--- config.mk ---
export PLATFORM = sky130hd
export DESIGN_NAME = csr_phase_sequencer
export DESIGN_NICKNAME = d
export VERILOG_FILES = /design/src/rtl/csr_phase_sequencer.sv
export SDC_FILE = /design/constraint.sdc
export NUM_CORES = 1
export LEC_CHECK = 0
export ABC_CLOCK_PERIOD_IN_PS = 3230
export BUFFER_PORTS_ARGS = -buffer_cell sky130_fd_sc_hd__buf_2
export CAP_MARGIN = 5
export CORE_ASPECT_RATIO = 1.5
export CORE_MARGIN = 2
export CORE_UTILIZATION = 35
export DETAILED_ROUTE_END_ITERATION = 10
export PLACE_DENSITY = 0.56
export SYNTH_ARGS = -nofsm -noshare
export SYNTH_HDL_FRONTEND = slang
export SYNTH_SLANG_ARGS = --single-unit
--- constraint.sdc ---
create_clock -name clk -period 3.23 [get_ports clk]
set_input_delay 0.1615 -clock clk [delete_from_list [all_inputs] [get_ports clk]]
set_output_delay 0.1615 -clock clk [all_outputs]
set_load 0.05 [all_outputs]
--- src/rtl/csr_phase_sequencer.sv ---
// csr_phase_sequencer: owns port A of the value, column and row-pointer CSR RAMs.
// The loader gets write access in LOAD and the multiplier gets read access in
// COMPUTE. The block tags returned read data, counts accepted value writes and
// raises a sticky error for every request it has to drop.
//
// Request handshake: ld_we and mul_re have no ready. A request is accepted in
// the cycle it is high if it is legal for the current phase. Nothing is
// stalled or queued, so the requester never has to retry. Accepted requests
// reach the RAM pins on the next cycle. Dropped requests only set err.
module csr_phase_sequencer #(
   parameter int VAL_AW = 14,
   parameter int ROW_AW = 10,
   parameter int DW     = 32,
   parameter int RD_LAT = 1
) (
   input  logic              clk,
   input  logic              reset,
   input  logic              start,
   input  logic              abort,
   input  logic              ld_we,
   input  logic [1:0]        ld_sel,
   input  logic [VAL_AW-1:0] ld_addr,
   input  logic [DW-1:0]     ld_din,
   input  logic              ld_done,
   output logic              ld_start,
   input  logic              mul_re,
   input  logic [1:0]        mul_sel,
   input  logic [VAL_AW-1:0] mul_addr,
   input  logic              mul_done,
   output logic              mul_start,
   output logic              mul_rvalid,
   output logic [1:0]        mul_rsel,
   output logic [2:0]        ram_we,
   output logic [DW-1:0]     ram_din,
   output logic [VAL_AW-1:0] val_addr,
   output logic [VAL_AW-1:0] col_addr,
   output logic [ROW_AW-1:0] row_addr,
   output logic [2:0]        phase,
   output logic              busy,
   output logic              done,
   output logic              err,
   output logic [VAL_AW:0]   nnz
);

   localparam logic [2:0] PH_IDLE    = 3'd0;
   localparam logic [2:0] PH_LOAD    = 3'd1;
   localparam logic [2:0] PH_SWITCH  = 3'd2;
   localparam logic [2:0] PH_COMPUTE = 3'd3;
   localparam logic [2:0] PH_DRAIN   = 3'd4;
   localparam logic [2:0] PH_DONE    = 3'd5;

   localparam logic [VAL_AW:0] NNZ_MAX = {1'b1, {VAL_AW{1'b0}}};

   logic [2:0] state_q;
   logic [2:0] state_d;

   logic ld_legal;
   logic mul_legal;
   logic wr_accept;
   logic wr_illegal;
   logic rd_accept;
   logic rd_illegal;
   logic start_go;
   logic drain_pending;

   // Read pipeline: one stage per cycle between acceptance and valid dout.
   // Stage 0 matches the address at the RAM pin. The last stage is the output.
   logic [RD_LAT:0]      pipe_v;
   logic [RD_LAT:0][1:0] pipe_tag;

   // A row access is legal only if the address fits the smaller row RAM.
   assign ld_legal  = (ld_sel != 2'd3) &&
                      !((ld_sel == 2'd2) && (ld_addr[VAL_AW-1:ROW_AW] != '0));
   assign mul_legal = (mul_sel != 2'd3) &&
                      !((mul_sel == 2'd2) && (mul_addr[VAL_AW-1:ROW_AW] != '0));

   // abort drops everything in its cycle. It neither accepts nor flags requests.
   assign wr_accept  = !abort && ld_we && (state_q == PH_LOAD) && ld_legal;
   assign wr_illegal = !abort && ld_we && !((state_q == PH_LOAD) && ld_legal);
   assign rd_accept  = !abort && mul_re && (state_q == PH_COMPUTE) && mul_legal;
   assign rd_illegal = !abort && mul_re && !((state_q == PH_COMPUTE) && mul_legal);
   assign start_go   = !abort && start &&
                       ((state_q == PH_IDLE) || (state_q == PH_DONE));

   // Check whether any read is still far enough back that its data lands after
   // the next cycle. Stage RD_LAT-1 returns next cycle, which is when DONE
   // begins, so only the earlier stages hold DRAIN.
   always_comb begin
      drain_pending = 1'b0;
      for (int i = 0; i < RD_LAT - 1; i++) begin
         drain_pending = drain_pending | pipe_v[i];
      end
   end

   // Phase state register.
   always_ff @(posedge clk) begin
      if (reset) state_q <= PH_IDLE;
      else       state_q <= state_d;
   end

   // Next-phase logic. abort overrides every other transition.
   always_comb begin
      state_d = state_q;
      if (abort) begin
         state_d = PH_IDLE;
      end else begin
         case (state_q)
            PH_IDLE, PH_DONE: if (start)          state_d = PH_LOAD;
            PH_LOAD:          if (ld_done)        state_d = PH_SWITCH;
            PH_SWITCH:                            state_d = PH_COMPUTE;
            PH_COMPUTE:       if (mul_done)       state_d = PH_DRAIN;
            PH_DRAIN:         if (!drain_pending) state_d = PH_DONE;
            default:                              state_d = PH_IDLE;
         endcase
      end
   end

   // Phase-derived status outputs. The raw state is visible on phase.
   always_comb begin
      phase = state_q;
      busy  = (state_q != PH_IDLE) && (state_q != PH_DONE);
      done  = (state_q == PH_DONE);
   end

   // Registered RAM port, engine start pulses, write count and error flag.
   always_ff @(posedge clk) begin
      if (reset) begin
         ram_we    <= '0;
         ram_din   <= '0;
         val_addr  <= '0;
         col_addr  <= '0;
         row_addr  <= '0;
         ld_start  <= 1'b0;
         mul_start <= 1'b0;
         err       <= 1'b0;
         nnz       <= '0;
      end else begin
         ram_we    <= '0;
         ld_start  <= start_go;
         mul_start <= (state_q == PH_SWITCH) && !abort;
         if (wr_accept) begin
            ram_din <= ld_din;
            case (ld_sel)
               2'd0: begin
                  ram_we   <= 3'b001;
                  val_addr <= ld_addr;
               end
               2'd1: begin
                  ram_we   <= 3'b010;
                  col_addr <= ld_addr;
               end
               2'd2: begin
                  ram_we   <= 3'b100;
                  row_addr <= ld_addr[ROW_AW-1:0];
               end
               default: ;
            endcase
         end
         if (rd_accept) begin
            case (mul_sel)
               2'd0:    val_addr <= mul_addr;
               2'd1:    col_addr <= mul_addr;
               2'd2:    row_addr <= mul_addr[ROW_AW-1:0];
               default: ;
            endcase
         end
         if (start_go) begin
            nnz <= '0;
         end else if (wr_accept && (ld_sel == 2'd0) && (nnz != NNZ_MAX)) begin
            nnz <= nnz + 1'b1;
         end
         if (start_go) begin
            err <= 1'b0;
         end else if (wr_illegal || rd_illegal) begin
            err <= 1'b1;
         end
      end
   end

   // Shift the valid and tag of each accepted read toward the dout-valid slot.
   // abort and reset clear the reads that are still in flight.
   always_ff @(posedge clk) begin
      if (reset || abort) begin
         pipe_v   <= '0;
         pipe_tag <= '0;
      end else begin
         pipe_v   <= {pipe_v[RD_LAT-1:0], rd_accept};
         pipe_tag <= {pipe_tag[RD_LAT-1:0], (rd_accept ? mul_sel : 2'b00)};
      end
   end

   assign mul_rvalid = pipe_v[RD_LAT];
   assign mul_rsel   = pipe_tag[RD_LAT];

endmodule

# Word-level counts from Yosys, hierarchy flattened
# Index checks and enable logic that the tools add are counted.
[totals]
regBits = 100
inputBits = 72
output_inout_bits = 99
elab_cells = 89
[classes]
addsub = 1
eq_ne = 16
n_mux = 17
n_bitwise = 2
reduce_logical = 40
[op_table]
columns = ["op", "count"]
rows = [
  ["14-bit 2-to-1 mux", 8],
  ["10-bit 2-to-1 mux", 4],
  ["1-bit logical AND", 20],
  ["15-bit by 1-bit adder with 15-bit output, second input constant", 1],
  ["15-bit != test, second input constant", 1],
  ["3-bit one-hot mux with 5 select lines", 1],
  ["2-bit != test, second input constant", 5],
  ["2-bit OR reduction", 5],
  ["3-bit 2-to-1 mux", 3],
  ["3-bit one-hot mux with 3 select lines", 1],
  ["4-bit nonzero test", 2],
  ["3-bit by 2-bit equality test with 1-bit output, second input constant", 2],
  ["3-bit equality test, second input constant", 2],
  ["1-bit zero test", 5],
  ["2-bit by 1-bit equality test with 1-bit output, second input constant", 2],
  ["2-bit equality test, second input constant", 2],
  ["2-bit zero test", 2],
  ["3-bit by 1-bit equality test with 1-bit output, second input constant", 1],
  ["3-bit zero test", 1],
  ["1-bit logical OR", 3],
  ["3-bit != test, second input constant", 1],
  ["3-bit AND reduction", 1],
  ["3-bit nonzero test", 1],
  ["1-bit inverter", 2],
]

# Logic depth before layout (Yosys ltp)
# Gate-level depths: netlist of run 1.
[logic_depth]
ltp_word = 8
ltp_mapped = 7
depth_no_buf = 6

# Least setup slack after synthesis of run 1
# OpenSTA, ideal clock, no wires.
[synth_timing]
path_kind = "register to register"
from = "register state_q[0], in the netlist phase[0]"
to = "register row_addr[9]"
setup_time_ps = 134
t_arrival_ps = 2033
t_required_ps = 3096
path_slack_ps = 1063
path_stages_with_launch = 6
path_buffers = 1
synth_period_minus_slack_ps = 2167
cell_sequence = "dfxtp_1 -> or3b_1 -> or4_1 -> clkbuf_1 -> o21ai_1 -> a311oi_2"
[synth_via]
elab_chain_cells = 6
word_cells_on_any_way = 9
classes_between = "eq/ne: 2; mux: 3; reduce/logical: 4"
[synth_rtl]
columns = ["element", "line_no", "source"]
rows = [
  ["from (decl)", "54", "logic [2:0] state_q;"],
  ["from (signal assigned)", "98", "else state_q <= state_d;"],
  ["3-bit by 1-bit equality test with 1-bit output", "78", "assign wr_accept = !abort && ld_we && (state_q == PH_LOAD) && ld_legal;"],
  ["1-bit logical AND (2 in a row)", "78", ""],
  ["10-bit 2-to-1 mux", "141", "if (wr_accept) begin"],
  ["10-bit 2-to-1 mux", "160", "case (mul_sel)"],
  ["10-bit 2-to-1 mux *", "159", "if (rd_accept) begin"],
  ["to (signal assigned)", "154", "row_addr <= ld_addr[ROW_AW-1:0];"],
  ["to (signal assigned)", "163", "2'd2: row_addr <= mul_addr[ROW_AW-1:0];"],
  ["to (decl)", "37", "output logic [ROW_AW-1:0] row_addr,"],
]
# Every way passes the cells marked *; elsewhere a longest branch is shown, timed or not.
# A chain may end at the register's enable or synchronous reset.

# Worst setup path in the final report of run 1
[layout_timing]
from = "register state_q[0], in the netlist phase[0]"
to = "register row_addr[0]"
# Same word-level chain as after synthesis.

==> run_results.csv, run 1 <==
group,metric,value,unit
sta,period_needed,2310,ps
sta,tightestPinTransition,951,ps
sta,relSlewSlack,36.6,%
place,dp_cells,798,
sta,fin_skew,5.60,ps
grt,grt-ovfl-total,0,
floorplanning,fp-row-count,51,
clock_network,clkSinkCount,100,
routing,vias_per_cell,5.14,
sta,max_freq,0.434,GHz
grt,grt_pass1_vias,3995,
hold_path,hold_class,"in -> reg",
critical_path,startpoint_type,"flop",
yosys,muxShareOfSynthArea,10.0,%
clock_network,ctsResizeCount,0,
floorplanning,core,0.0129,mm^2
clock_network,ctsLongestPathBuffers,2,
grt,grt_first_pass_wirelength,20300,um
clock_network,h-tree-depth,3,
clock_network,numCtsBuffers,9,
yosys,synth_top_family_by_area,"simple AND/OR/NAND/NOR gates",
critical_path,cp.arrival,2510,ps
cells_and_area,n_antenna_cell,0,
routing,drt-initial-drc-count,176,
hold_path,min_path_cells,3,
power,p_leak,2.54,nW
floorplanning,start_util,35.6,%
routing,dr_wl_met2,6350,um
floorplanning,dieHeight,144,um
place,dp_hpwl,9200,um
power,ir_drop,274,uV
yosys,syn_area,0.00459,mm^2
yosys,synth_fp_nets,580,
routing,top_layer_used,"met4",
yosys,ys_ff_latch,100,
job,maxCapViolCount,0,
clock_network,cts_hold_buf,0,
cells_and_area,stdcell_count,814,
clock_network,worstSkewPairLatency,340,ps
routing,vias,4181,
sta,fin_setup_tns,0,ps
routing,drt-wirelength-per-cell,15.8,um
sta,rsz0062_at_grt,"no",
place,io_buffers,170,
place,globalplace.congestion,0.768,
sta,finalMaxSlewViolations,0,
routing,wl_met1,5670,um
yosys,yosysUniqueCellTypes,50,
cells_and_area,fillers,1288,
clock_network,cts_tree,"done",
floorplanning,dieArea,0.0141,mm^2
critical_path,cp_data_required_time,3430,ps
floorplanning,num_io_pins,171,
routing,antenna_left,0,
routing,wl,12900,um
status,outcome,"finished, final reports clean",
cells_and_area,multi_input_area,0.00237,mm^2
critical_path,r2r_cells,4,
yosys,seq_area_frac_synth,43.7,%
sta,finalHoldViolCount,0,
yosys,synth-simple-area-share,27.9,%
grt,grt_max_degree,70,
clock_network,cts_setup_buffers,0,
cells_and_area,final_common_cell,"buf_2",
clock_network,cts_root_buf,"clkbuf_16",
grt,antenna_found_initial,0,
yosys,synthCells,506,
cells_and_area,final_cell_mix,"buf_2 (170), dfxtp_1 (100), nand2b_1 (68)",
critical_path,crit_type,"reg -> reg",
cells_and_area,seqCellArea,0.00200,mm^2
sta,setup_violations,0,
cells_and_area,areaGrowthSynthToFinish,27.1,%
cells_and_area,drive_gt1_share,30.4,%
yosys,synthAdderAreaFrac,0.546,%
yosys,synthXorXnorAreaFrac,0.573,%
cells_and_area,fin_nets,724,
critical_path,crit_path_end_kind,"flop",
grt,grt_usage,17.7,%
yosys,avgSynthCellArea,9.06,um^2
yosys,synth_compound_area_share,12.7,%
routing,wl_met3,738,um
routing,drtPass1Iterations,4,
yosys,ys.warnings.count,0,
sta,finalCritPeriodShare,71.4,%
routing,drc,0,
clock_network,clkTransAtPathRegs,70,ps
power,p_per_area,465,mW/mm^2
critical_path,cp_max_fo,13,
floorplanning,die_w,97.5,um
-- critical path: stages (launching register included) --
cell      delay, ps
dfxtp_1         550
or3b_1          480
or4_1           740
o21ai_0         280
a311oi_2        120
-- cells in the mapped netlist, drive strengths merged --
library cell	n	area, um^2
dfxtp	100	2000
nand2b	68	425
mux2i	46	460
nor2	46	173
nand2	39	146
a311oi	24	223
clkbuf	22	82.6
o21ai	20	100
buf	18	108
nand3	16	80.1
a211oi	14	105
a21oi	14	70.1
or4	10	86.3
or3	8	50.1
inv	6	22.5
and2	5	31.3
nand4	4	25.0
nor4	4	40.0
and3	3	18.8
and3b	3	26.3
nand3b	3	22.5
nor3b	3	38.8
nor4b	3	26.3
o211ai	3	22.5
o31ai	3	22.5
and4	2	17.5
ha	2	25.0
nand4b	2	17.5
nor2b	2	12.5
xnor2	2	17.5
a21boi	1	7.51
a21o	1	7.51
a31oi	1	6.26
and4b	1	10.0
nor3	1	5.00
nor4bb	1	10.0
o21a	1	7.51
o311a	1	10.0
or2	1	6.26
or3b	1	8.76
xor2	1	8.76
-- path summary, 6_finish.rpt --
path | from | end | slack [ps]
max reg2reg | phase[0] | row_addr[0] | 920
min reg2reg | pipe_tag[1] | mul_rsel[1] | 430
max | phase[0] | row_addr[0] | 920
min | start | ld_start | 80
-- stage by stage --
step / setup WS (ps) / total power, W / area, um^2 / hold WS [ps] / utilization (%)
global route: 685 / 0.00282 / 5830 / 72.6 / 45.2
CTS: 921 / 0.00275 / 5830 / 56.7 / 45.2
floorplan: 1060 / 0.00138 / 4590 / 275 / -
detailed placement: 951 / 0.00147 / 5470 / 413 / 42.4
finish: 923 / 0.00271 / 5830 / 76.8 / 45.2
global placement: 979 / 0.00146 / 5470 / 413 / 42.4
-- metal layers --
metal | up-vias | GRT usage [%]
li1 | 2075 | -
met1 | 1960 | 22.5
met2 | 139 | 30.0
met3 | 7 | 3.00
met4 | 0 | 6.94
met5 | - | 0
-- cell families (layout without fill, tap and decap cells) --
family	after synthesis	count (layout)
AOI/OAI and AO/OA	83	83
muxes	46	46
and+or+nand+nor	226	226
adders and majority gates	2	2
buffers and inverters	46	195
xor gates and xnor gates	3	3
DFF	100	100
-- sequential cells by signal (all words and copies together), names as in the netlist --
register and cells:
col_addr 14, err 1, ld_start 1, mul_rsel 2, mul_start 1, nnz 15
phase 3, pipe_tag 2, pipe_v 2, ram_din 32, ram_we 3, row_addr 10
val_addr 14
-- report_power, final --
group          total (W)  internal, W  switching [W]
clock network    0.00127     0.000803       0.000471
registers        0.00125      0.00124     0.00000688
logic           0.000190    0.0000728       0.000117
-- cell type report --
class	count	share of cell area (%)
multi-input combinational	360	40.7
sequential	100	34.3
timing repair buffer	173	15.0
clock buffer	11	4.34
tap	159	3.41
clock inverter	5	1.85
inverter	6	0.386
No activity file was read; power rests on OpenSTA's default activity.
==> run 2, diff against run 1 <==
Settings changed: ABC_AREA set to 1, ABC_CLOCK_PERIOD_IN_PS 3230 to 2100, PLACE_DENSITY 0.56 to 0.58.
Clock period 3.23 ns to 2.1 ns, I/O delays scaled along.
==> run 2 against run 1 <==
  * Sequential power rose by 54%
  * Wire length grew 14%
  * Final area rose by 4.8%
  * Register-to-register slack lost 570 ps
  * Via count grew 21%
  * Combinational power increased by 88%
  * Global-route usage increased by 2.1 points
  * Non-clock buffer count increased by 14
  * Clock skew is 5.7 ps higher
  * Sequential share of layout area fell by 1.6 points
==> run_results.csv, run 2 <==
group,metric,value,unit
power,total_power,0.00394,W
routing,vias_per_cell,4.82,
sta,setup_violations,0,
cells_and_area,areaGrowthSynthToFinish,27.1,%
floorplanning,die_w,99.7,um
critical_path,slowest_delay,590,ps
grt,grt_usage,19.8,%
status,outcome,"finished, final reports clean",
cells_and_area,largest_reg_flops,32,
yosys,yosysMostFrequentCell,"nand2_1",
clock_network,ctsResizeCount,0,
hold_path,hold_class,"in -> reg",
clock_network,clkTransAtPathRegs,70,ps
critical_path,startpoint_type,"flop",
power,p_per_area,645,mW/mm^2
sta,finalHoldViolCount,0,
clock_network,h-tree-depth,3,
routing,drtPass1Iterations,4,
yosys,ys_ff_latch,100,
clock_network,clkSinkCount,100,
critical_path,cp_top_family,"flip-flops",
critical_path,crit_type,"reg -> reg",
power,p_leak,3.01,nW
critical_path,cpMostUsedCell,"inv_1",
routing,drc,0,
cells_and_area,drive_gt1_share,25.6,%
sta,fin_setup_tns,0,ps
floorplanning,fp-row-count,52,
sta,max_freq,0.571,GHz
sta,period_needed,1750,ps
yosys,yosys.area.top_type,"dfxtp_1",
routing,antenna_left,0,
clock_network,cts_root_buf,"clkbuf_16",
cells_and_area,final_cell_mix,"nand2_1 (189), nor2_1 (172), buf_2 (170)",
yosys,synth_fp_nets,796,
place,io_buffers,170,
floorplanning,dieHeight,148,um
critical_path,crit_path_end_kind,"flop",
yosys,synthCells,722,
routing,drt-wirelength-per-cell,13.9,um
cells_and_area,top_regs,"ram_din: 32 flops, nnz: 15 flops",
routing,vias,5066,
critical_path,cp.buffers_inverters,3,
sta,rsz0062_at_grt,"no",
clock_network,cts_tree,"done",
grt,grt_first_pass_wirelength,23600,um
yosys,yosys.area.top_type_share,41.6,%
cells_and_area,largest_register,"ram_din",
cells_and_area,n_antenna_cell,0,
job,maxCapViolCount,0,
yosys,ys.warnings.count,0,
critical_path,path_cells,"inv_1 > o21ai_2 > nand2_1 > o21ai_4 > inv_1 > nand2_1 > inv_1",
clock_network,ctsLongestPathBuffers,2,
cells_and_area,fin_nets,959,
grt,grt_max_degree,54,
floorplanning,start_util,35.7,%
cells_and_area,final_common_cell,"nand2_1",
critical_path,crit_slowest_cell,"dfxtp_1",
routing,drt-initial-drc-count,185,
grt,grt-ovfl-total,0,
sta,relSlewSlack,63.9,%
routing,wl,14600,um
grt,grt_pass1_vias,4773,
yosys,seq_area_frac_synth,41.6,%
yosys,synth_ff_type,"dfxtp_1",
yosys,ys_top_cells_by_area,"dfxtp_1 (42%), nand2_1 (15%), nor2_1 (13%), nand3_1 (8.1%), o21ai_0 (4.6%)",
floorplanning,core,0.0135,mm^2
clock_network,worstSkewPairLatency,340,ps
floorplanning,num_io_pins,171,
place,globalplace.congestion,0.880,
yosys,synth-edff-count,0,
place,dp_hpwl,10800,um
yosys,avgSynthCellArea,6.66,um^2
yosys,yosysUniqueCellTypes,32,
sta,tightestPinTransition,540,ps
power,ir_drop,346,uV
floorplanning,dieArea,0.0147,mm^2
sta,fin_skew,11.3,ps
grt,antenna_found_initial,0,
sta,finalMaxSlewViolations,0,
yosys,syn_area,0.00481,mm^2
clock_network,numCtsBuffers,9,
critical_path,cp.arrival,1990,ps
critical_path,cp_data_required_time,2340,ps
critical_path,cp_max_fo,16,
yosys,synthArstFlopShare,0,%
yosys,synth_commonest_cells,"nand2_1 (189), nor2_1 (172), dfxtp_1 (100)",
sta,finalCritPeriodShare,83.4,%
run 2: cell count changes after synthesis, sizes merged, moves of 24 or more:
cell	delta
mux2i	-46
inv	+31
a311oi	-24
nand2	+153
nor2	+140
nand3	+64
nand2b	-68
o21ai	+27
run 2: layout make-up:
type                       count  area, um^2
sequential                   100        2000
fill                        1471        7360
tap                          162         203
inverter                      39         151
multi-input combinational    548        2440
clock inverter                 5        41.3
timing repair buffer         187        1020
clock buffer                  11         253
run 2: worst register-to-register path, cell delays in order (launching register included):
cell and delay, ps:
dfxtp_1 590, inv_1 190, o21ai_2 200, nand2_1 120
o21ai_4 380, inv_1 80, nand2_1 70, inv_1 30
run 2: timing repair:
action	CTS	global route
hold buffers	6	0
hold endpoints to repair	6	0
buffers inserted	0	0
run 2: where the power goes:
| group | switching, W | internal, W | total (W) | leakage, nW |
|---|---|---|---|---|
| logic | 0.000240 | 0.000117 | 0.000357 | 2.07 |
| registers | 0.0000111 | 0.00191 | 0.00192 | 0.806 |
| clock network | 0.000776 | 0.000883 | 0.00166 | 0.139 |
| total | 0.00103 | 0.00291 | 0.00394 | 3.01 |
run 2: path summary, 6_finish.rpt:
kind | from | to | slack (ps) | depth (start not counted)
worst min-delay path | ld_din[12] | ram_din[12] | 10 | 3
worst min register to register | pipe_tag[0] | mul_rsel[0] | 410 | 2
worst max-delay path | phase[2] | err | 350 | 7
worst max register to register | phase[2] | err | 350 | 7
run 2: logic make-up after synthesis:
kind of cell	Yosys count	synth area share, %
AND/OR/NAND/NOR	470	41.4
flip-flops	100	41.6
XOR/XNOR	7	1.28
adder cells (fa/ha/maj)	2	0.520
buffers and inverters	74	7.55
AO/OA/AOI/OAI	69	7.57
run 2: metrics by stage:
step / hold slack (ps) / setup slack [ps] / cell area [um^2] / utilization (%) / instances
2_1_floorplan: 177 / 314 / 4810 / - / 722
5_1_grt: 20.6 / 169 / 6110 / 45.4 / 1052
6_report: 12.4 / 350 / 6110 / 45.4 / 1052
4_1_cts: 0.534 / 328 / 6110 / 45.4 / 1052
3_5_place_dp: 352 / 342 / 5760 / 42.7 / 1030
3_3_place_gp: 353 / 378 / 5760 / 42.7 / 1030
run 2: per-layer routing:
layer | GRT usage [%] | share of wire, % | vias up
li1 | - | - | 2612
met1 | 23.6 | 41 | 2279
met2 | 34.8 | 51 | 157
met3 | 4.40 | 6.0 | 18
met4 | 6.78 | 1.7 | 0
met5 | 0 | 0 | -
